==> config.mk <==
export PLATFORM = sky130hd
export DESIGN_NAME = l2_line_arbiter
export DESIGN_NICKNAME = d
export VERILOG_FILES = /design/src/rtl/lc3b_types.sv /design/src/rtl/l2_arb_grant.sv /design/src/rtl/l2_line_arbiter.sv
export SDC_FILE = /design/constraint.sdc
export NUM_CORES = 2
export LEC_CHECK = 0
export CAP_MARGIN = 40
export CELL_PAD_IN_SITES_DETAIL_PLACEMENT = 0
export CELL_PAD_IN_SITES_GLOBAL_PLACEMENT = 1
export CORE_AREA = 2 2 517 519
export CTS_CLUSTER_DIAMETER = 100
export DETAILED_ROUTE_END_ITERATION = 8
export DIE_AREA = 0 0 519 521
export PLACE_DENSITY_LB_ADDON = 0.1
export SYNTH_ARGS = -nofsm -noshare
export SYNTH_HDL_FRONTEND = slang
export SYNTH_SLANG_ARGS = --single-unit
==> constraint.sdc <==
create_clock -name clk -period 3.1 [get_ports clk]
set_input_delay 0.31 -clock clk [delete_from_list [all_inputs] [get_ports clk]]
set_output_delay 0.31 -clock clk [all_outputs]
set_load 0.02 [all_outputs]
==> src/rtl/lc3b_types.sv <==
// Shared LC-3b memory-side types: word/line containers plus the L2 line arbiter's
// state and operation encodings.
package lc3b_types;

  typedef logic [15:0]  lc3b_word;
  typedef logic [255:0] lc3b_32bytes;

  typedef enum logic [2:0] {
    IDLE,
    BUSY_I,
    BUSY_D,
    DONE_I,
    DONE_D
  } lc3b_l2_arb_state;

  typedef enum logic {
    L2_OP_READ,
    L2_OP_WRITE
  } lc3b_l2_op;

  localparam int L2_REQ_I = 0;
  localparam int L2_REQ_D = 1;

endpackage

==> src/rtl/l2_arb_grant.sv <==
// Combinational I/D grant selector for the L2 line arbiter; L2_ARB_ROUND_ROBIN_EN
// switches from fixed D-over-I priority to alternating priority on contention.
module l2_arb_grant
  import lc3b_types::*;
(
  input  logic [1:0] req,
  input  logic       last_grant,
  output logic [1:0] grant
);

`ifdef L2_ARB_ROUND_ROBIN_EN
  // last_grant set means D won the previous contest, so I is owed this one
  always_comb begin
    grant = req;
    if (req[L2_REQ_D] && req[L2_REQ_I]) begin
      grant = 2'b00;
      if (last_grant) begin
        grant[L2_REQ_I] = 1'b1;
      end else begin
        grant[L2_REQ_D] = 1'b1;
      end
    end
  end
`else
  logic unused_last_grant;
  assign unused_last_grant = last_grant;

  // D first: its writebacks and refills release RPB and MSHR entries
  always_comb begin
    grant = 2'b00;
    if (req[L2_REQ_D]) begin
      grant[L2_REQ_D] = 1'b1;
    end else if (req[L2_REQ_I]) begin
      grant[L2_REQ_I] = 1'b1;
    end
  end
`endif

endmodule

==> src/rtl/l2_line_arbiter.sv <==
// Arbitrates I-cache line reads and D-cache reads/writebacks onto the single L2 line
// port. Optional round-robin arbitration is compiled in with L2_ARB_ROUND_ROBIN_EN.
module l2_line_arbiter
  import lc3b_types::*;
#(
  parameter int ADDR_W = 16,
  parameter int LINE_W = 256
) (
  input  logic              clk,
  input  logic              rst,
  input  logic              i_pmem_read,
  input  logic [ADDR_W-1:0] i_pmem_address,
  output logic              i_pmem_resp,
  output logic [LINE_W-1:0] i_pmem_rdata,
  input  logic              d_pmem_read,
  input  logic              d_pmem_write,
  input  logic [ADDR_W-1:0] d_pmem_address,
  input  logic [LINE_W-1:0] d_pmem_wdata,
  output logic              d_pmem_resp,
  output logic [LINE_W-1:0] d_pmem_rdata,
  output logic              l2_read,
  output logic              l2_write,
  output logic [ADDR_W-1:0] l2_address,
  output logic [LINE_W-1:0] l2_wdata,
  input  logic              l2_resp,
  input  logic [LINE_W-1:0] l2_rdata
);

  lc3b_l2_arb_state  state_q, state_d;
  lc3b_l2_op         op_q, op_d;
  logic [ADDR_W-1:0] addr_q, addr_d;
  logic [LINE_W-1:0] wdata_q, wdata_d;
  logic              l2_read_q, l2_read_d;
  logic              l2_write_q, l2_write_d;
  logic              i_resp_q, i_resp_d;
  logic              d_resp_q, d_resp_d;
  logic [LINE_W-1:0] i_rdata_q, i_rdata_d;
  logic [LINE_W-1:0] d_rdata_q, d_rdata_d;

  logic [1:0] req;
  logic [1:0] grant;
  logic       last_grant;

  assign req[L2_REQ_I] = i_pmem_read;
  assign req[L2_REQ_D] = d_pmem_read | d_pmem_write;

  l2_arb_grant u_grant (
    .req        (req),
    .last_grant (last_grant),
    .grant      (grant)
  );

`ifdef L2_ARB_ROUND_ROBIN_EN
  logic last_grant_q, last_grant_d;

  // Only contested grants move the pointer; a lone requester never consumes a turn
  always_comb begin
    last_grant_d = last_grant_q;
    if ((state_q == IDLE) && req[L2_REQ_I] && req[L2_REQ_D]) begin
      last_grant_d = grant[L2_REQ_D];
    end
  end

  always_ff @(posedge clk) begin
    if (rst) begin
      last_grant_q <= 1'b0;
    end else begin
      last_grant_q <= last_grant_d;
    end
  end

  assign last_grant = last_grant_q;
`else
  assign last_grant = 1'b0;
`endif

  always_comb begin
    state_d    = state_q;
    op_d       = op_q;
    addr_d     = addr_q;
    wdata_d    = wdata_q;
    l2_read_d  = l2_read_q;
    l2_write_d = l2_write_q;
    i_resp_d   = 1'b0;
    d_resp_d   = 1'b0;
    i_rdata_d  = i_rdata_q;
    d_rdata_d  = d_rdata_q;

    unique case (state_q)
      IDLE: begin
        // Address, data and op are captured here so the L1 is free to move on
        if (grant[L2_REQ_D]) begin
          state_d = BUSY_D;
          addr_d  = d_pmem_address;
          if (d_pmem_write) begin
            op_d       = L2_OP_WRITE;
            wdata_d    = d_pmem_wdata;
            l2_write_d = 1'b1;
            l2_read_d  = 1'b0;
          end else begin
            op_d       = L2_OP_READ;
            l2_write_d = 1'b0;
            l2_read_d  = 1'b1;
          end
        end else if (grant[L2_REQ_I]) begin
          state_d    = BUSY_I;
          addr_d     = i_pmem_address;
          op_d       = L2_OP_READ;
          l2_read_d  = 1'b1;
          l2_write_d = 1'b0;
        end
      end

      BUSY_I: begin
        if (l2_resp) begin
          state_d    = DONE_I;
          i_rdata_d  = l2_rdata;
          i_resp_d   = 1'b1;
          l2_read_d  = 1'b0;
          l2_write_d = 1'b0;
        end
      end

      BUSY_D: begin
        if (l2_resp) begin
          state_d = DONE_D;
          if (op_q == L2_OP_READ) begin
            d_rdata_d = l2_rdata;
          end
          d_resp_d   = 1'b1;
          l2_read_d  = 1'b0;
          l2_write_d = 1'b0;
        end
      end

      // Forced turnaround: the requester still holds its line during the resp cycle
      DONE_I, DONE_D: begin
        state_d = IDLE;
      end

      default: begin
        state_d = IDLE;
      end
    endcase
  end

  always_ff @(posedge clk) begin
    if (rst) begin
      state_q    <= IDLE;
      op_q       <= L2_OP_READ;
      addr_q     <= '0;
      wdata_q    <= '0;
      l2_read_q  <= 1'b0;
      l2_write_q <= 1'b0;
      i_resp_q   <= 1'b0;
      d_resp_q   <= 1'b0;
      i_rdata_q  <= '0;
      d_rdata_q  <= '0;
    end else begin
      state_q    <= state_d;
      op_q       <= op_d;
      addr_q     <= addr_d;
      wdata_q    <= wdata_d;
      l2_read_q  <= l2_read_d;
      l2_write_q <= l2_write_d;
      i_resp_q   <= i_resp_d;
      d_resp_q   <= d_resp_d;
      i_rdata_q  <= i_rdata_d;
      d_rdata_q  <= d_rdata_d;
    end
  end

  assign l2_read      = l2_read_q;
  assign l2_write     = l2_write_q;
  assign l2_address   = addr_q;
  assign l2_wdata     = wdata_q;
  assign i_pmem_resp  = i_resp_q;
  assign i_pmem_rdata = i_rdata_q;
  assign d_pmem_resp  = d_resp_q;
  assign d_pmem_rdata = d_rdata_q;

endmodule

==> results by group <==
Status
  – Status: finished, final reports clean

Detailed routing
  – Vias/cell: 3.615
  – Highest routed layer: met5
  – DRC: 0
  – Met2 Wirelength: 105,300 um
  – Final wirelength: 219,300 um
  – Metal3 WL: 20,000 um
  – DRT Pass-1 Iters: 5
  – Met1 wire length: 88,930 um
  – 1st-iter DRT viols: 1,480
  – DR WL/cell: 25.67 um
  – Post-DRT Antenna Nets: 0
  – Vias: 30,880

Synth
  – Synthesis warning total: 0
  – Library cells used by synthesis: 33
  – Yosys reg bits: 792
  – Top cells by area, synth: dfxtp_1 (56%), a21oi_1 (14%), nand2_1 (14%)
  – Post-synth top area share: 56.18%
  – Post-synth EDFFs: 0
  – Top-count cell post-synth: nand2_1
  – Syn Nets: 4,070
  – Share of the yosys chip area belonging to registers: 56.18%
  – Syn_area_per_cell: 8.018 um2
  – Top cells by count, synth: nand2_1 (1,041), dfxtp_1 (792), a21oi_1 (786), o21ai_0 (273), nand3_1 (256)
  – Post-Syn Area: 0.02822 mm2
  – Predominant post-synthesis flop cell: dfxtp_1
  – Area leader, netlist: dfxtp_1
  – Syn Inst Count: 3,520
  – Synth async-reset ratio: 0%

Worst hold path
  – Depth of the worst hold-timing path: 3
  – Hold EP: l2_wdata[239]
  – Worst Hold Launch: d_pmem_wdata[239]
  – Hold WC Path Type: in2reg

Clock network
  – Clk buf depth: 3
  – Root Buffer Master: clkbuf_16
  – Later-pin clock latency in the skew report: 0.80 ns
  – Clock Sinks: 792
  – H-tree level count: 3
  – CTS tree: built
  – Clk slew on worst S/H paths: 0.06 ns
  – Num CTS Buffers: 113
  – Post-CTS Resized: 0

STA
  – Final setup viols: 0
  – Clock skew: 0.09364 ns
  – Measured slew at the worst slew-check pin: 0.7181 ns
  – Hold_ws: 0.1020 ns
  – Final period util: 83.61%
  – Final hold vios: 0
  – Min cycle time layout: 2.592 ns
  – RSZ-0062 raised after global routing: false
  – Max-slew violation count: 0
  – Fmax: 385.8 MHz
  – Slew Limit Headroom: 51.98%
  – Setup TNS: 0 ns

Pwr
  – VDD IR max: 0.4725 mV
  – P per Cell Area: 563.3 mW/mm2
  – Leakage: 16.69 nW

Placed design
  – Port Buf Inserts: 1,337
  – Placed cell areas: 0.04595 mm2
  – Detailed placement HPWL: 166,200 um
  – GP Congestion: 0.7996
  – Placed Cells: 8,171

Critical path
  – CP Cell Sequence: or4b_4, buf_12, nand2_1, a21oi_1, dlygate4sd3_1
  – Reg-to-reg critical path endpoint: l2_wdata[64]
  – Max incr delay on CP: 0.89 ns
  – Worst Path Arrival: 3.27 ns
  – RR Startpoint: state_q[2]
  – Top delay family on crit path: simple AND/OR/NAND/NOR gates
  – Crit path launch type: register
  – Reg2reg path depth: 5
  – R2r setup slk: 0.51 ns
  – Worst Setup End Kind: register
  – WS Path Type: reg2reg
  – CP max stage cell: or4b_4
  – Worst path required time: 3.78 ns
  – Crit-path max FO: 63
  – CP startpoint: state_q[2]
  – Worst Path Buf+Inv: 2

Layout
  – Layout cells sized above 1: 5.612%
  – Layout Cells excl Fill: 8,542
  – Area Growth Syn to Fin: 81.14%
  – Fillers: 29,850
  – Post-route cell area: 0.05112 mm2
  – Final nets: 5,454

Global route
  – GRT Residual Overflow: 0
  – Number of global-route vias before repair: 31,290
  – Global-route wire length before repair: 294,100 um
  – Tot GR Track Use: 15.60%
  – Initial antenna violation count: 100
  – Largest net degree at the start of global routing: 100

Floorplanning
  – Initial core utilization: 10.68%
  – I/O pin count: 1,338
  – # rows: 189
  – Die W: 519 um
  – Die height: 521 um
  – Die area: 0.2704 mm2
  – Core region area: 0.2644 mm2

Run
  – Max-cap violations: 0
[how the worst max path moves through the flow]
stage,end,slack [ns],cells after the start
after global placement,i_pmem_rdata[15],0.54,6
after CTS,l2_wdata[64],0.50,5
after global routing,l2_wdata[64],0.35,5
final,l2_wdata[64],0.51,5
after detailed placement,i_pmem_rdata[75],0.56,6
after floorplan,l2_wdata[67],1.46,7
[cell families (layout without fill, tap and decap cells)]
family	after synthesis	count (layout)	synth area share [%]
compound gates	1081	1081	19.48
other cells	0	20	0
simple gates	1315	1315	18.83
xor+xnor	1	1	0.03104
flops	792	792	56.18
buf+inv	331	1800	5.484
[layout by cell type, fill, tap and decap left out, drive strengths merged, types with 2 or more instances in the layout]
cell / count
dlygate4sd3: 151
nand3: 256
nor2: 5
buf: 111
diode: 20
clkinvlp: 2
a21oi: 786
clkbuf: 182
a311oi: 16
dfxtp: 792
nand2: 1041
clkdlybuf4s50: 1336
o21ai: 273
nor3: 3
inv: 3
clkinv: 15
[layer usage]
layer  vias up  global-route usage, %
met5         -                      0
met4        58                  2.991
met3       327                  6.665
met2      1071                  26.81
met1     14830                  17.99
li1      14590                      -
[where the power goes]
| group | internal (mW) | switching [mW] |
|---|---|---|
| registers | 10.6 | 0.250 |
| logic | 2.03 | 2.86 |
| clock network | 7.40 | 5.61 |
[state kept, by name, indices dropped and copies added (netlist names), 3 cells and up]
signal,flops
l2_address,16
i_pmem_rdata,256
state_q,3
l2_wdata,256
d_pmem_rdata,256
[final cells by class]
cell class / count / area [um2] / area share [%]
repair buffers: 1598 / 16300 / 31.89
flip-flops and latches: 792 / 15860 / 31.01
multi-input cells: 2397 / 10880 / 21.28
well taps: 3533 / 4420 / 8.647
clock buffers: 182 / 3368 / 6.589
clock inverters: 18 / 242.7 / 0.4748
diodes: 20 / 50.05 / 0.09790
inverters: 2 / 7.507 / 0.01468
[worst reg2reg max path: stages, from the launching register on]
cell and delay (ns):
dfxtp_1 0.51, or4b_4 0.89, buf_12 0.35, nand2_1 0.16, a21oi_1 0.06, dlygate4sd3_1 0.59
[timing repair]
item | 4_1_cts | 5_1_grt
hold endpoints to repair | 150 | 0
buffers inserted | 0 | 0
hold buffers | 151 | 0
[through the flow]
step / utilization (%) / total power, mW / setup slack [ns]
2_1_floorplan: - / 12.92 / 1.458
3_3_place_gp: 17.38 / 15.97 / 0.5432
3_5_place_dp: 17.38 / 15.96 / 0.5551
4_1_cts: 19.32 / 29.62 / 0.5033
5_1_grt: 19.33 / 30.16 / 0.3523
6_report: 19.34 / 28.80 / 0.5080
Note: power is estimated with default switching activity, not from simulation.
